$ cat config.mk
export PLATFORM = sky130hd
export DESIGN_NAME = skid_register
export DESIGN_NICKNAME = d
export VERILOG_FILES = /design/src/rtl/skid_pkg.sv /design/src/rtl/skid_reg_cell.sv /design/src/rtl/skid_register.sv
export SDC_FILE = /design/constraint.sdc
export NUM_CORES = 1
export LEC_CHECK = 0
export ABC_CLOCK_PERIOD_IN_PS = 3190
export CAP_MARGIN = 20
export CORE_ASPECT_RATIO = 0.8
export CORE_MARGIN = 1
export CORE_UTILIZATION = 42
export CTS_BUF_LIST = sky130_fd_sc_hd__clkbuf_16
export CTS_CLUSTER_DIAMETER = 150
export CTS_CLUSTER_SIZE = 8
export DETAILED_ROUTE_END_ITERATION = 10
export GPL_TIMING_DRIVEN = 0
export HOLD_SLACK_MARGIN = 0.06
export PLACE_DENSITY_LB_ADDON = 0.08
export RECOVER_POWER = 50
export SLEW_MARGIN = 25
export SYNTH_ARGS = -nofsm -noshare
export SYNTH_HDL_FRONTEND = slang
export SYNTH_SLANG_ARGS = --single-unit
export TNS_END_PERCENT = 30
$ cat constraint.sdc
create_clock -name CLK -period 3.19 [get_ports CLK]
set_input_delay 0.4785 -clock CLK [delete_from_list [all_inputs] [get_ports CLK]]
set_output_delay 0.4785 -clock CLK [all_outputs]
set_load 0.005 [all_outputs]
$ cat src/rtl/skid_pkg.sv
// ============================================================================
// Module      : skid_pkg
// Description : Shared state encoding and constants for the skid buffer.
// Revision    : 1.0 - initial release
// ============================================================================
`default_nettype none

package skid_pkg;

  typedef enum logic [1:0] {
    EMPTY = 2'd0,
    BUSY  = 2'd1,
    FULL  = 2'd2
  } skid_state_t;

  // Saturation value for the stall counter; users slice it down to CNT_W (max 64).
  localparam logic [63:0] STALL_MAX = '1;

endpackage : skid_pkg

`default_nettype wire

$ cat src/rtl/skid_reg_cell.sv
// ============================================================================
// Module      : skid_reg_cell
// Description : WIDTH-wide data register with load enable and sync reset.
// Revision    : 1.0 - initial release
// ============================================================================
`default_nettype none

module skid_reg_cell #(
  parameter int WIDTH = 8
) (
  input  logic             CLK,
  input  logic             RESET,
  input  logic             i_en,
  input  logic [WIDTH-1:0] i_d,
  output logic [WIDTH-1:0] o_q
);

  logic [WIDTH-1:0] r_q;

  always_ff @(posedge CLK) begin
    if (RESET) begin
      r_q <= '0;
    end else if (i_en) begin
      r_q <= i_d;
    end
  end

  assign o_q = r_q;

endmodule : skid_reg_cell

`default_nettype wire

$ cat src/rtl/skid_register.sv
// ============================================================================
// Module      : skid_register
// Description : Two-entry valid/ready skid buffer with registered I_ready,
//               saturating stall counter and inline handshake assertions.
// Revision    : 1.0 - initial release
// ============================================================================
`default_nettype none

module skid_register
  import skid_pkg::*;
#(
  parameter int WIDTH = 8,
  parameter int CNT_W = 16
) (
  input  logic             CLK,
  input  logic             RESET,
  input  logic [WIDTH-1:0] I,
  input  logic             I_valid,
  output logic             I_ready,
  output logic [WIDTH-1:0] O,
  output logic             O_valid,
  input  logic             O_ready,
  output logic [CNT_W-1:0] STALL_CNT
);

  localparam logic [CNT_W-1:0] c_stall_max = STALL_MAX[CNT_W-1:0];

  skid_state_t      r_state;
  skid_state_t      w_state_next;
  logic             r_i_ready;
  logic [CNT_W-1:0] r_stall_cnt;

  logic             w_load;
  logic             w_unload;
  logic             w_main_en;
  logic             w_skid_en;
  logic             w_main_from_skid;
  logic [WIDTH-1:0] w_main_d;
  logic [WIDTH-1:0] w_main_q;
  logic [WIDTH-1:0] w_skid_q;

  assign w_load   = I_valid & r_i_ready;
  assign w_unload = O_valid & O_ready;

  // ---------------------------------------------------------------------------
  // Data path: main always drives O; skid only holds the overflow word.
  // ---------------------------------------------------------------------------
  assign w_main_d = w_main_from_skid ? w_skid_q : I;

  skid_reg_cell #(
    .WIDTH (WIDTH)
  ) u_main (
    .CLK   (CLK),
    .RESET (RESET),
    .i_en  (w_main_en),
    .i_d   (w_main_d),
    .o_q   (w_main_q)
  );

  skid_reg_cell #(
    .WIDTH (WIDTH)
  ) u_skid (
    .CLK   (CLK),
    .RESET (RESET),
    .i_en  (w_skid_en),
    .i_d   (I),
    .o_q   (w_skid_q)
  );

  // ---------------------------------------------------------------------------
  // Control FSM
  // ---------------------------------------------------------------------------
  always_ff @(posedge CLK) begin
    if (RESET) begin
      r_state <= EMPTY;
    end else begin
      r_state <= w_state_next;
    end
  end

  always_comb begin
    w_state_next     = r_state;
    w_main_en        = 1'b0;
    w_skid_en        = 1'b0;
    w_main_from_skid = 1'b0;
    case (r_state)
      EMPTY: begin
        if (w_load) begin
          w_main_en    = 1'b1;
          w_state_next = BUSY;
        end
      end
      BUSY: begin
        if (w_load && !w_unload) begin
          w_skid_en    = 1'b1;
          w_state_next = FULL;
        end else if (!w_load && w_unload) begin
          w_state_next = EMPTY;
        end else if (w_load && w_unload) begin
          w_main_en    = 1'b1;
        end
      end
      FULL: begin
        // I_ready is low here, so only the drain of the skid word can happen.
        if (w_unload) begin
          w_main_en        = 1'b1;
          w_main_from_skid = 1'b1;
          w_state_next     = BUSY;
        end
      end
      default: begin
        w_state_next = EMPTY;
      end
    endcase
  end

  // Ready is computed from the next state so the upstream sees a pure flop.
  always_ff @(posedge CLK) begin
    if (RESET) begin
      r_i_ready <= 1'b1;
    end else begin
      r_i_ready <= (w_state_next != FULL);
    end
  end

  always_ff @(posedge CLK) begin
    if (RESET) begin
      r_stall_cnt <= '0;
    end else if (O_valid && !O_ready && (r_stall_cnt != c_stall_max)) begin
      r_stall_cnt <= r_stall_cnt + CNT_W'(1);
    end
  end

  assign O         = w_main_q;
  assign O_valid   = (r_state != EMPTY);
  assign I_ready   = r_i_ready;
  assign STALL_CNT = r_stall_cnt;

  // ---------------------------------------------------------------------------
  // Handshake contract
  // ---------------------------------------------------------------------------
  property p_stall_holds;
    @(posedge CLK) disable iff (RESET)
      (O_valid && !O_ready) |=> (O_valid && $stable(O));
  endproperty

  property p_load_visible;
    @(posedge CLK) disable iff (RESET)
      (I_valid && I_ready) |=> O_valid;
  endproperty

  property p_full_not_ready;
    @(posedge CLK) disable iff (RESET)
      !((r_state == FULL) && r_i_ready);
  endproperty

  a_stall_holds:    assert property (p_stall_holds);
  a_load_visible:   assert property (p_load_visible);
  a_full_not_ready: assert property (p_full_not_ready);

endmodule : skid_register

`default_nettype wire
==> results.tsv <==
stage	metric	value	unit
die	design.core.area	3850	µm²
sta	finClkSkew	0.00358	ns
final_layout	antenna_cells	0	
sta	maxClockFrequency	410	MHz
clock_network	cts.htree.levels	2	
clock_network	clock-root-buffer	sky130_fd_sc_hd__clkbuf_16	
synthesis	asyncSetResetFlopFracSynth	0	%
synthesis	synth_area_leaders	sky130_fd_sc_hd__dfxtp_1, sky130_fd_sc_hd__mux2i_1, sky130_fd_sc_hd__nor2_1	
final_layout	finish.net_count	242	
placement	place.detailed.instances	277	
sta	slew_viol_final	0	
sta	hold_violation_total_from_the_final_report	0	
die	fp-row-count	20	
critical_path	criticalPathCategory	in -> reg	
grt	antenna_violations_before_repair	0	
grt	global_route.usage.total	20.2	%
synthesis	synth_seq_cells	35	
grt	grt_max_degree	12	
synthesis	synth.distinct_cells	45	
synthesis	largest_family_of_logic_cells_by_synthesized_area	simple AND/OR/NAND/NOR gates	
synthesis	synth-xor-area-share	0	%
power	p_total	1.04	mW
drt	antenna_violating_nets_post_route	0	
final_layout	layout-drive-gt1-share	9.57	%
drt	drt_wl_total	3.94	mm
synthesis	compound_gate_fraction_of_synth_area	16.5	%
critical_path	crit_path_end_kind	flop	
synthesis	synth_adder_area_share	0.725	%
synthesis	post_synth.cell_area_avg	9.33	µm²
drt	final_routed_wire_length_divided_by_cell_count	13.8	µm
die	floorplan.die_area	4370	µm²
placement	pre_cts_slack	0.749	ns
flow_run	max-cap-violations	0	
critical_path	slowest_stage	sky130_fd_sc_hd__dlygate4sd3_1	
grt	grt_pass1_vias	1364	
sta	timing.setup.tns	0	ns
critical_path	timing.critical_path.required	3.37	ns
die	die_x	73.7	µm
die	start_util	44.8	%
power	leakage	0.936	nW
synthesis	synthesis.nets	198	
sta	worst_setup_slack_after_layout	0.753	ns
drt	vias_per_cell	5.33	
synthesis	commonest_register_cell_after_synthesis	sky130_fd_sc_hd__dfxtp_1	
die	ios	38	
sta	relSlewSlack	36.9	%
drt	vias	1518	
synthesis	synth_largest_area_cell	sky130_fd_sc_hd__dfxtp_1	
grt	global_route_wire_length_before_repair	6.52	mm
power	power-per-cell-area	454	nW/µm²
synthesis	yosys_warnings	0	
critical_path	critical_path.max_stage_delay	0.63	ns
placement	place.port_buffers	37	
clock_network	hold_buf_cts	0	
drt	drtPass1Iterations	4	
clock_network	clock_pin_slew_on_the_worst_setup_and_hold_paths	0.05	ns
clock_network	postCtsSetupRepairBufs	0	
drt	drt_iter0_markers	69	
synthesis	ys_seq_area_share	40.6	%
synthesis	synth_top_area_share	40.6	%
sta	rsz0062_at_grt	no	
synthesis	synth_simple_gate_area_share	24.4	%
worst_hold_path	worstHoldPathType	reg -> reg	
critical_path	critical_path.max_fanout	10	
synthesis	synthMuxAreaShare	13.1	%
synthesis	mappedNetlistArea	1730	µm²
sta	final_min_period_over_clock_period	76.4	%
critical_path	crit_chain	dlygate4sd3_1 > nand3b_1 > clkbuf_1 > o31ai_1 > buf_4 > a211oi_1	
final_layout	finalNonFillerCells	285	
synthesis	post_synth_edffs	0	
drt	drcViolationCount	0	
die	dieHeight	59.3	µm
final_layout	area.growth.synth_to_final	32.2	%
clock_network	cts_resized	0	
clock_network	max-clock-path-buffers	2	
clock_network	source_to_sink_clock_delay_at_the_later_pin_of_the_worst_skew_pair	0.28	ns
clock_network	cts_buffers	5	
placement	post-dp-hpwl	2.81	mm
sta	timing.final.setup_violations	0	
sta	tightestPinTransition	0.939	ns
critical_path	start_kind	input port	
status	outcome	completed	
critical_path	worstPathArrival	2.62	ns
synthesis	synth_most_common_cell	sky130_fd_sc_hd__dfxtp_1	
grt	grt.overflow.total	0	
clock_network	cts_sinks	35	
sta	post-route-min-period	2.44	ns
synthesis	synth_commonest_cells	sky130_fd_sc_hd__dfxtp_1, sky130_fd_sc_hd__nor2_1, sky130_fd_sc_hd__mux2i_1, sky130_fd_sc_hd__a21oi_1, sky130_fd_sc_hd__a211oi_1	
synthesis	netlist_instances	185	
power	peak_supply_drop	0.000287	V
placement	place_congestion	0.831	
clock_network	tritoncts	yes	
-- cell type report --
cell class	instances	area (µm²)
plain buffers	9	61.3
multi-input cells	137	925
flip-flops and latches	35	701
clock buffers	5	125
inverters	4	15.0
well taps	55	68.8
repair buffers	37	370
fillers	357	1570
clock inverters	3	15.0
-- worst paths after layout --
check,end,cells after the start,slack [ns],start
setup / recovery,u_main.o_q[0]$_SDFFE_PP0P_,6,0.75,O_ready
hold / removal,u_main.o_q[4]$_SDFFE_PP0P_,2,0.49,u_main.o_q[4]$_SDFFE_PP0P_
setup reg to reg,u_main.o_q[0]$_SDFFE_PP0P_,5,1.14,r_state[0]$_SDFF_PP0_
hold reg to reg,u_main.o_q[4]$_SDFFE_PP0P_,2,0.49,u_main.o_q[4]$_SDFFE_PP0P_
-- layer usage --
layer  part of all wire (%)  up-vias  GRT usage (%)  routed length [µm]
met2                     43       28           29.2                1700
li1                       -      776              -                   -
met3                    4.2        5           6.63                 167
met1                     51      709           28.3                2020
met5                      0        -              0                   0
met4                    1.4        0           6.59                  55
-- cell usage in the layout (no fill, tap or decap), drive strengths merged, types with 4 or more instances in the layout --
cell type / synthesis / final
a21oi: 13 / 13
dfxtp: 35 / 35
buf: 7 / 5
nand3: 6 / 6
mux2: 4 / 4
o31ai: 6 / 6
a211oi: 10 / 10
nor3: 6 / 6
inv: 4 / 4
nor2: 26 / 26
clkdlybuf4s50: 0 / 12
nor2b: 5 / 5
nand2: 8 / 8
dlygate4sd3: 0 / 25
mux2i: 18 / 18
clkbuf: 2 / 9
nand4: 6 / 6
-- logic make-up after synthesis --
kind of cell | after synthesis
and+or+nand+nor | 75
adders and majority gates | 1
buffers and inverters | 13
AOI/OAI and AO/OA | 39
DFF | 35
muxes | 22
-- worst max-delay path, delay by kind of cell --
family                 cells  cell delay (ns)
buffers and inverters      3             1.40
AO/OA/AOI/OAI              2             0.62
AND/OR/NAND/NOR            1             0.12
-- flip-flops by register name, indices dropped and copies added (netlist names) --
| signal | count |
|---|---|
| r_state | 2 |
| STALL_CNT | 16 |
| I_ready | 1 |
| u_main.o_q | 8 |
| u_skid.o_q | 8 |
-- stage by stage --
step / hold slack (ns) / utilization (%) / area, µm²
after floorplan: 0.460 / - / 1730
after global placement: 0.470 / 56.2 / 2160
after detailed placement: 0.488 / 56.2 / 2160
after CTS: 0.500 / 59.8 / 2300
after global routing: 0.512 / 59.2 / 2280
final: 0.491 / 59.2 / 2280
-- report_power, final --
group / switching (mW) / internal [mW]
logic: 0.0480 / 0.0601
clock network: 0.179 / 0.284
registers: 0.0106 / 0.454
No activity file was read; power rests on OpenSTA's default activity.
